### src/rtl/cpu_run_controller_pkg.sv
// rtl/cpu_run_controller_pkg.sv - shared state encoding and defaults for the cpu run controller
package cpu_run_controller_pkg;

   localparam int MEM_DEPTH_DEF      = 32;
   localparam int ADDR_W_DEF         = 5;
   localparam int DATA_W_DEF         = 16;
   localparam int TIMEOUT_CYCLES_DEF = 4096;
   localparam int CORE_RST_CYCLES    = 2;

   typedef enum logic [2:0] {
      ST_IDLE     = 3'd0,
      ST_LOAD     = 3'd1,
      ST_CORE_RST = 3'd2,
      ST_RUN      = 3'd3,
      ST_DONE     = 3'd4
   } run_state_t;

   typedef enum logic [1:0] {
      PORT_IDLE   = 2'd0,
      PORT_LOADER = 2'd1,
      PORT_CORE   = 2'd2
   } port_sel_t;

   function automatic logic state_is_busy(input run_state_t s);
      return (s == ST_LOAD) || (s == ST_CORE_RST) || (s == ST_RUN);
   endfunction

endpackage

### src/rtl/cpu_run_controller_mem_port_mux.sv
// rtl/cpu_run_controller_mem_port_mux.sv - selects loader, core or idle onto the single memory port
module cpu_run_controller_mem_port_mux
   import cpu_run_controller_pkg::*;
#(
   parameter int ADDR_W = ADDR_W_DEF,
   parameter int DATA_W = DATA_W_DEF
) (
   input  port_sel_t         sel,
   input  logic              write_allow,
   input  logic [ADDR_W-1:0] loader_addr,
   input  logic [DATA_W-1:0] loader_data,
   input  logic              loader_write,
   input  logic [ADDR_W-1:0] core_addr,
   input  logic [DATA_W-1:0] core_data,
   input  logic              core_write,
   output logic [ADDR_W-1:0] mem_addr,
   output logic [DATA_W-1:0] mem_write_data,
   output logic              mem_write
);

   always_comb begin
      mem_addr       = '0;
      mem_write_data = '0;
      mem_write      = 1'b0;
      case (sel)
         PORT_LOADER: begin
            mem_addr       = loader_addr;
            mem_write_data = loader_data;
            mem_write      = loader_write & write_allow;
         end
         PORT_CORE: begin
            mem_addr       = core_addr;
            mem_write_data = core_data;
            mem_write      = core_write & write_allow;
         end
         default: begin
            mem_write = 1'b0;
         end
      endcase
   end

endmodule

### src/rtl/cpu_run_controller.sv
// rtl/cpu_run_controller.sv - loads a program image, runs cpu_core to halt or timeout, reports status
module cpu_run_controller
   import cpu_run_controller_pkg::*;
#(
   parameter int MEM_DEPTH      = MEM_DEPTH_DEF,
   parameter int ADDR_W         = ADDR_W_DEF,
   parameter int DATA_W         = DATA_W_DEF,
   parameter int TIMEOUT_CYCLES = TIMEOUT_CYCLES_DEF
) (
   input  logic              clock,
   input  logic              reset_n,
   input  logic              host_start,
   input  logic              host_abort,
   input  logic              host_load_valid,
   output logic              host_load_ready,
   input  logic [DATA_W-1:0] host_load_data,
   input  logic              host_load_last,
   output logic              core_reset,
   output logic              core_execute,
   input  logic              core_halted,
   input  logic [ADDR_W-1:0] core_mem_addr,
   input  logic [DATA_W-1:0] core_mem_write_data,
   input  logic              core_mem_write,
   output logic [ADDR_W-1:0] mem_addr,
   output logic [DATA_W-1:0] mem_write_data,
   output logic              mem_write,
   output logic              busy,
   output logic              done,
   output logic              timeout,
   output logic [15:0]       cycle_count
);

   localparam logic [ADDR_W-1:0] LAST_ADDR    = ADDR_W'(MEM_DEPTH - 1);
   localparam logic [15:0]       TIMEOUT_LAST = 16'(TIMEOUT_CYCLES - 1);
   localparam logic [1:0]        RST_LAST     = 2'(CORE_RST_CYCLES - 1);

   run_state_t        state_q, state_d;
   logic [ADDR_W-1:0] load_ptr_q, load_ptr_d;
   logic [1:0]        rst_cnt_q, rst_cnt_d;
   logic [15:0]       cycle_q, cycle_d;
   logic              timeout_q, timeout_d;
   port_sel_t         port_sel;
   logic              write_allow;
   logic              load_accept;

   assign load_accept = host_load_valid & host_load_ready;

   always_ff @(posedge clock) begin
      if (!reset_n) begin
         state_q    <= ST_IDLE;
         load_ptr_q <= '0;
         rst_cnt_q  <= '0;
         cycle_q    <= '0;
         timeout_q  <= 1'b0;
      end else begin
         state_q    <= state_d;
         load_ptr_q <= load_ptr_d;
         rst_cnt_q  <= rst_cnt_d;
         cycle_q    <= cycle_d;
         timeout_q  <= timeout_d;
      end
   end

   always_comb begin
      state_d         = state_q;
      load_ptr_d      = load_ptr_q;
      rst_cnt_d       = rst_cnt_q;
      cycle_d         = cycle_q;
      timeout_d       = timeout_q;
      host_load_ready = 1'b0;
      core_reset      = 1'b1;
      core_execute    = 1'b0;
      done            = 1'b0;
      port_sel        = PORT_IDLE;
      write_allow     = 1'b0;

      case (state_q)
         ST_LOAD: begin
            host_load_ready = 1'b1;
            port_sel        = PORT_LOADER;
            write_allow     = 1'b1;
         end
         ST_RUN: begin
            core_reset   = 1'b0;
            core_execute = 1'b1;
            port_sel     = PORT_CORE;
            write_allow  = 1'b1;
         end
         ST_DONE: begin
            core_reset = 1'b0;
            done       = 1'b1;
            port_sel   = PORT_CORE;
         end
         default: begin
            core_reset = 1'b1;
         end
      endcase

      // Abort outranks every other transition, including a same-cycle halt or last word.
      if (host_abort && state_q != ST_IDLE) begin
         state_d   = ST_IDLE;
         timeout_d = 1'b0;
      end else begin
         case (state_q)
            ST_IDLE, ST_DONE: begin
               if (host_start) begin
                  state_d    = ST_LOAD;
                  load_ptr_d = '0;
                  cycle_d    = '0;
                  timeout_d  = 1'b0;
               end
            end
            ST_LOAD: begin
               if (load_accept) begin
                  if (load_ptr_q != LAST_ADDR) begin
                     load_ptr_d = load_ptr_q + ADDR_W'(1);
                  end
                  if (host_load_last || load_ptr_q == LAST_ADDR) begin
                     state_d   = ST_CORE_RST;
                     rst_cnt_d = '0;
                  end
               end
            end
            ST_CORE_RST: begin
               rst_cnt_d = rst_cnt_q + 2'd1;
               if (rst_cnt_q == RST_LAST) begin
                  state_d = ST_RUN;
               end
            end
            ST_RUN: begin
               if (core_halted) begin
                  state_d   = ST_DONE;
                  timeout_d = 1'b0;
               end else if (cycle_q == TIMEOUT_LAST) begin
                  state_d   = ST_DONE;
                  timeout_d = 1'b1;
               end else if (cycle_q != 16'hFFFF) begin
                  cycle_d = cycle_q + 16'd1;
               end
            end
            default: begin
               state_d = ST_IDLE;
            end
         endcase
      end
   end

   assign busy        = state_is_busy(state_q);
   assign timeout     = timeout_q;
   assign cycle_count = cycle_q;

   cpu_run_controller_mem_port_mux #(
      .ADDR_W (ADDR_W),
      .DATA_W (DATA_W)
   ) u_mem_port_mux (
      .sel            (port_sel),
      .write_allow    (write_allow),
      .loader_addr    (load_ptr_q),
      .loader_data    (host_load_data),
      .loader_write   (host_load_valid),
      .core_addr      (core_mem_addr),
      .core_data      (core_mem_write_data),
      .core_write     (core_mem_write),
      .mem_addr       (mem_addr),
      .mem_write_data (mem_write_data),
      .mem_write      (mem_write)
   );

endmodule

### config.mk
export PLATFORM = sky130hd
export DESIGN_NAME = cpu_run_controller
export DESIGN_NICKNAME = d
export VERILOG_FILES = /design/src/rtl/cpu_run_controller_pkg.sv /design/src/rtl/cpu_run_controller_mem_port_mux.sv /design/src/rtl/cpu_run_controller.sv
export SDC_FILE = /design/constraint.sdc
export NUM_CORES = 1
export LEC_CHECK = 0
export CAP_MARGIN = 10
export CORE_MARGIN = 2
export CORE_UTILIZATION = 44
export CTS_CLUSTER_SIZE = 16
export DETAILED_ROUTE_END_ITERATION = 10
export MAX_ROUTING_LAYER = met4
export PLACE_DENSITY = 0.92
export SLEW_MARGIN = 20
export SYNTH_ARGS = -nofsm -noshare
export SYNTH_HDL_FRONTEND = slang
export SYNTH_SLANG_ARGS = --single-unit
### constraint.sdc
create_clock -name clock -period 4.02 [get_ports clock]
set_input_delay 0.402 -clock clock [delete_from_list [all_inputs] [get_ports clock]]
set_output_delay 0.402 -clock clock [all_outputs]
set_load 0.02 [all_outputs]
==> summary.txt, run 1 <==
status - finished clean
Layout area overhead - 50.8%
clock insertion delay at the later pin of the skew report - 280 ps
drt total wl - 5980 um
Die W - 68.9 um
clock sinks - 27
via count - 2220
ys async rst share - 0%
Synth Instances - 246
grt met3 use - 4.22%
clock skew - 8.68 ps
Post-CTS Resized - 0
CTS buffer count - 3
layer carrying the most global-route usage - met2
final setup vio count - 0
gr ovfl total - 0
Worst-path clk slew - 90 ps
final slew viol count - 0
flop-to-flop setup slack - 1580 ps
Yosys reg bits - 27
Clock Path Buffers - 2
pre-CTS setup slack - 890 ps
Die Height - 68.9 um
CP max stage delay - 660 ps
Synth Area per Inst - 7.53 sq um
final hold vios - 0
Die Area - 4750 sq um
Starting Density - 46.0%
final-stage net count - 377
Post CTS Setup Buffer Count - 0
met1 usage - 34.7%
final core occ - 69.3%
CP startpoint kind - register
CP arrival - 3110 ps
first-pass GRT wire length - 8890 um
Max VDD drop - 0.171 mV
EDFF count, synth - 0
Slowest cell on crit path - clkdlybuf4s50_1
Slew @ Worst Pin - 723 ps
Pleak - 0.945 nW
register area share after synthesis - 29.2%
met2 Usage GRT - 38.3%
FP Rows - 23
Fmax achieved - 285 MHz
Multi-input gate area - 1230 sq um
DP HPWL - 4470 um
post-synth cell types - 48
filler instances - 332
CP Capture Type - output pin
I/O Buffers - 88
Detail Route Antenna Nets - 0
Core ar. - 4030 sq um
Post-synth top flop - dfxtp_1
TritonCTS clock tree - yes
TritonRoute pass-1 iters - 5
Post-Syn Area - 1850 sq um
crit-path cells - nand3b_1, nand2_1, ha_1, buf_4, mux2i_1, nor4_1, clkdlybuf4s50_1
DRC - 0
Crit Path Max Fanout - 14
setup tns final - 0 ps
synth warn - 0
Final Wtd Congestion - 0.888
worst setup path class - register to output pin
final period utilization - 87.3%
number of global-route vias before repair - 1890
hold buffers post-CTS - 0
Worst slew margin - 51.8%
worst min path class - register to register
CP required - 3620 ps
MaxCap Viol Count - 0
drt via density - 5.92
# diodes - 0
routed len/inst - 15.9 um
RSZ-0062 raised after global routing - false
largest net degree at the start of global routing - 23
post-synth net total - 297
First DRT Iteration DRCs - 145
worst r2r path cells - 5
CTS Root Cell - clkbuf_8
antenna violations before repair - 0
Worst Hold Path Cells - 2
min Tclk post-route - 3510 ps
Ports - 89
share of cells above drive strength 1 - 5.54%
PD cells - 208 nW/um^2
Final WS setup - 510 ps
CTS H-tree depth - 1
Register Area - 541 sq um
Tot GR Track Use - 25.1%
kinds of logic after synthesis:
family	count (synthesis)	synth area share (%)
AND/OR/NAND/NOR	107	29.8
AO/OA/AOI/OAI	82	30.9
flip-flops	27	29.2
buffers and inverters	21	4.46
adder cells (fa/ha/maj)	6	4.05
multiplexers	3	1.62
per-stage QoR:
stage               hold slack (ps)  total power [mW]  cell area [sq um]  std cells
floorplan                       454             0.351               1850        246
global placement                471             0.422               2750        371
detailed placement              478             0.423               2750        371
CTS                             500             0.584               2790        375
global route                    541             0.605               2790        375
finish                          495             0.582               2790        375
area by class of cell:
type	instances	area share, %
clock inverters	1	0.179
inverters	7	0.940
flip-flops and latches	27	19.3
repair buffers	89	31.8
multi-input cells	198	44.0
clock buffers	3	1.48
well taps	50	2.24
cell usage after synthesis, drive strengths merged (2+ instances only):
library cell,n,area share [%]
a2111oi,2,0.95
a211oi,2,0.81
a21oi,16,4.3
a22oi,23,9.3
a31oi,2,0.68
a41oi,2,0.95
and3,4,1.4
buf,5,1.2
clkbuf,9,1.8
dfxtp,27,29
ha,6,4.1
inv,6,1.2
mux2i,3,1.6
nand2,21,4.3
nand2b,2,0.68
nand3,9,2.4
nand3b,2,0.81
nand4,4,1.4
nor2,42,8.5
nor3,4,1.4
nor4,3,1.8
o211ai,3,1.2
o21a,2,0.81
o21ai,15,4.1
o221a,6,3.6
o31ai,2,0.81
or2,2,0.68
or3,4,1.4
or3b,2,1.1
or4,3,1.2
path summary, 6_finish.rpt:
path                                    from               to
worst min-delay path            rst_cnt_q[1]     rst_cnt_q[1]
worst max register to register    state_q[1]  cycle_count[11]
worst max-delay path              state_q[1]        mem_write
worst min register to register  rst_cnt_q[1]     rst_cnt_q[1]
critical path, delay by kind of cell, from the launching register on:
family / cells / cell delay (ps)
flip-flops: 1 / 580
adder cells (fa/ha/maj): 1 / 420
multiplexers: 1 / 90
buffers and inverters: 2 / 920
AND/OR/NAND/NOR: 3 / 830
layer usage:
| layer | share of wire (%) | vias to the layer above |
|---|---|---|
| met5 | 0 | - |
| met3 | 6.7 | 5 |
| met4 | 0.70 | 0 |
| met2 | 48 | 85 |
| li1 | - | 1087 |
| met1 | 45 | 1043 |
power by group:
part	total [mW]	switching, mW	internal [mW]
registers	0.273	0.00401	0.269
logic	0.146	0.0729	0.0732
clock network	0.162	0.0927	0.0698
placed cells by master (no fill, tap or decap), drive strengths merged, types with 3 or more instances in the layout:
master and instances:
nand2 21, nor4 3, nor2 42, clkbuf 3, clkdlybuf4s50 88, a21oi 16, inv 6, or4 3
o221a 6, or3 4, nand3 9, o211ai 3, nor3 4, dfxtp 27, and3 4, a22oi 23
nand4 4, ha 6, mux2i 3, o21ai 15
sequential cells by signal (all words and copies together) (netlist names):
signal / count
cycle_count: 16
load_ptr_q: 5
timeout: 1
state_q: 3
rst_cnt_q: 2
Power figures use the tool's default switching activity.
==> run 2, diff against run 1 <==
--- a/config.mk
+++ b/config.mk
@@ -7,11 +7,12 @@
 export LEC_CHECK = 0
 export CAP_MARGIN = 10
 export CORE_MARGIN = 2
-export CORE_UTILIZATION = 44
+export CORE_UTILIZATION = 38
+export CTS_BUF_LIST = sky130_fd_sc_hd__clkbuf_2 sky130_fd_sc_hd__clkbuf_4 sky130_fd_sc_hd__clkbuf_8
 export CTS_CLUSTER_SIZE = 16
 export DETAILED_ROUTE_END_ITERATION = 10
 export MAX_ROUTING_LAYER = met4
-export PLACE_DENSITY = 0.92
+export PLACE_DENSITY = 0.82
 export SLEW_MARGIN = 20
 export SYNTH_ARGS = -nofsm -noshare
 export SYNTH_HDL_FRONTEND = slang
==> run 2 against run 1 <==
Net effect: die area up 15%; clock skew down 1.2 ps; non-clock buffer count unchanged; first-iteration DRC count up 21%; final cell count up 4.5%; core utilization down 9.7 points; register-to-register slack about the same; fmax up 2.1%; clock power down 3%; total power down 1.1%; combinational power about the same; critical path depth unchanged; largest power group unchanged; highest routed layer unchanged.
==> summary.txt, run 2 (same netlist as run 1, synthesis figures left out) <==
routed len/inst - 14.9 um (-6.7%)
Post CTS Setup Buffer Count - 0 (unchanged)
crit-path cells - nand3b_1, nand2_1, inv_1, ha_1, a22oi_1, nor2_1, clkdlybuf4s50_1
flop-to-flop setup slack - 1590 ps (about the same)
DP HPWL - 4360 um (-2.4%)
antenna violations before repair - 0 (unchanged)
TritonCTS clock tree - yes
share of cells above drive strength 1 - 5.54% (unchanged)
CP startpoint kind - register
Ports - 89 (unchanged)
drt via density - 5.71 (-3.6%)
PD cells - 204 nW/um^2 (-1.8%)
largest net degree at the start of global routing - 23 (unchanged)
CTS H-tree depth - 1 (unchanged)
number of global-route vias before repair - 1950 (+3.2%)
RSZ-0062 raised after global routing - false
CTS buffer count - 3 (unchanged)
clock sinks - 27 (unchanged)
worst min path class - register to register
Post-CTS Resized - 0 (unchanged)
final slew viol count - 0 (unchanged)
I/O Buffers - 88 (unchanged)
status - finished clean
Max VDD drop - 0.222 mV (+30%)
largest delay contributor family on the critical path - buffers and inverters
Starting Density - 39.2% (-6.8 points)
via count - 2238 (+0.81%)
gr ovfl total - 0 (unchanged)
WP buf/inv - 2 (unchanged)
Slowest cell on crit path - ha_1
final hold vios - 0 (unchanged)
Fmax achieved - 291 MHz (+2.1%)
TritonRoute pass-1 iters - 5 (unchanged)
hold buffers post-CTS - 0 (unchanged)
Hold Slack - 503 ps (+8.29 ps)
Clock Path Buffers - 2 (unchanged)
commonest non-fill, non-tap cell in the layout - clkdlybuf4s50_1
CP max stage delay - 630 ps (-30 ps)
FP Rows - 25 (+8.7%)
drt total wl - 5840 um (-2.4%)
Core ar. - 4720 sq um (+17%)
Worst slew margin - 51.7% (-0.13 points)
clock insertion delay at the later pin of the skew report - 280 ps (about the same)
Slew @ Worst Pin - 721 ps (-2.25 ps)
first-pass GRT wire length - 9160 um (+3.0%)
Die W - 73.8 um (+7.2%)
Worst-path clk slew - 90 ps (about the same)
# diodes - 0 (unchanged)
Pleak - 0.945 nW (unchanged)
Die Area - 5450 sq um (+15%)
clock skew - 7.45 ps (-1.23 ps)
Tot GR Track Use - 21.5% (-3.7 points)
min Tclk post-route - 3440 ps (-73.5 ps)
setup tns final - 0 ps (unchanged)
First DRT Iteration DRCs - 176 (+21%)
Crit Path Max Fanout - 21 (+7)
worst setup path class - register to output pin
CP arrival - 3030 ps (-80 ps)
MaxCap Viol Count - 0 (unchanged)
DRC - 0 (unchanged)
commonest non-fill, non-tap cells in the layout - clkdlybuf4s50_1, nor2_1, dfxtp_1
Die Height - 73.8 um (+7.2%)
final setup vio count - 0 (unchanged)
CTS Root Cell - clkbuf_8
Layout area overhead - 51.9%
Final Wtd Congestion - 0.827 (-6.9%)
final period utilization - 85.5% (-1.8 points)
max reg flops - 16 (unchanged)
CP required - 3620 ps (about the same)
final-stage net count - 377 (unchanged)
CP Capture Type - output pin
Detail Route Antenna Nets - 0 (unchanged)
[run 2: cell counts in the layout (fill, tap and decap cells not counted)]
Identical to the previous run, type by type.
[run 2: final timing paths]
check	from	endpoint	cells after the start
max	state_q[2]	mem_addr[3]	7
min	rst_cnt_q[1]	rst_cnt_q[1]	2
max reg2reg	state_q[1]	cycle_count[11]	5
min reg2reg	rst_cnt_q[1]	rst_cnt_q[1]	2
[run 2: power breakdown]
group	total, mW	internal [mW]	switching, mW
registers	0.273	0.269	0.00387
clock network	0.157	0.0696	0.0874
logic	0.146	0.0731	0.0725
[run 2: worst reg2reg max path, delay by kind of cell, from the launching register on]
kind	cells	cell delay (ps)
simple gates	3	1090
compound gates	2	700
flops	1	570
[run 2: final cells by class]
cell class / count / area [sq um]
inverter: 7 / 26.3
fill: 420 / 1910
clock inverter: 1 / 5.00
timing repair buffer: 89 / 888
multi-input combinational: 198 / 1230
clock buffer: 3 / 41.3
sequential: 27 / 541
tap: 67 / 83.8
[run 2: layer usage]
metal  GRT usage [%]  part of all wire [%]  up-vias
met1            28.2                    43     1051
met4            6.87                   1.8        0
li1                -                     -     1082
met5               -                     0        -
met2            34.0                    49       90
met3            3.02                   5.9       15
[run 2: metrics by stage]
step / instances / area (sq um) / util [%] / setup slack, ps / power, mW
floorplan: 246 / 1850 / - / 1550 / 0.351
global placement: 388 / 2770 / 58.6 / 1000 / 0.423
detailed placement: 388 / 2770 / 58.6 / 932 / 0.423
CTS: 392 / 2820 / 59.6 / 602 / 0.579
global route: 392 / 2820 / 59.6 / 243 / 0.604
finish: 392 / 2820 / 59.6 / 584 / 0.576
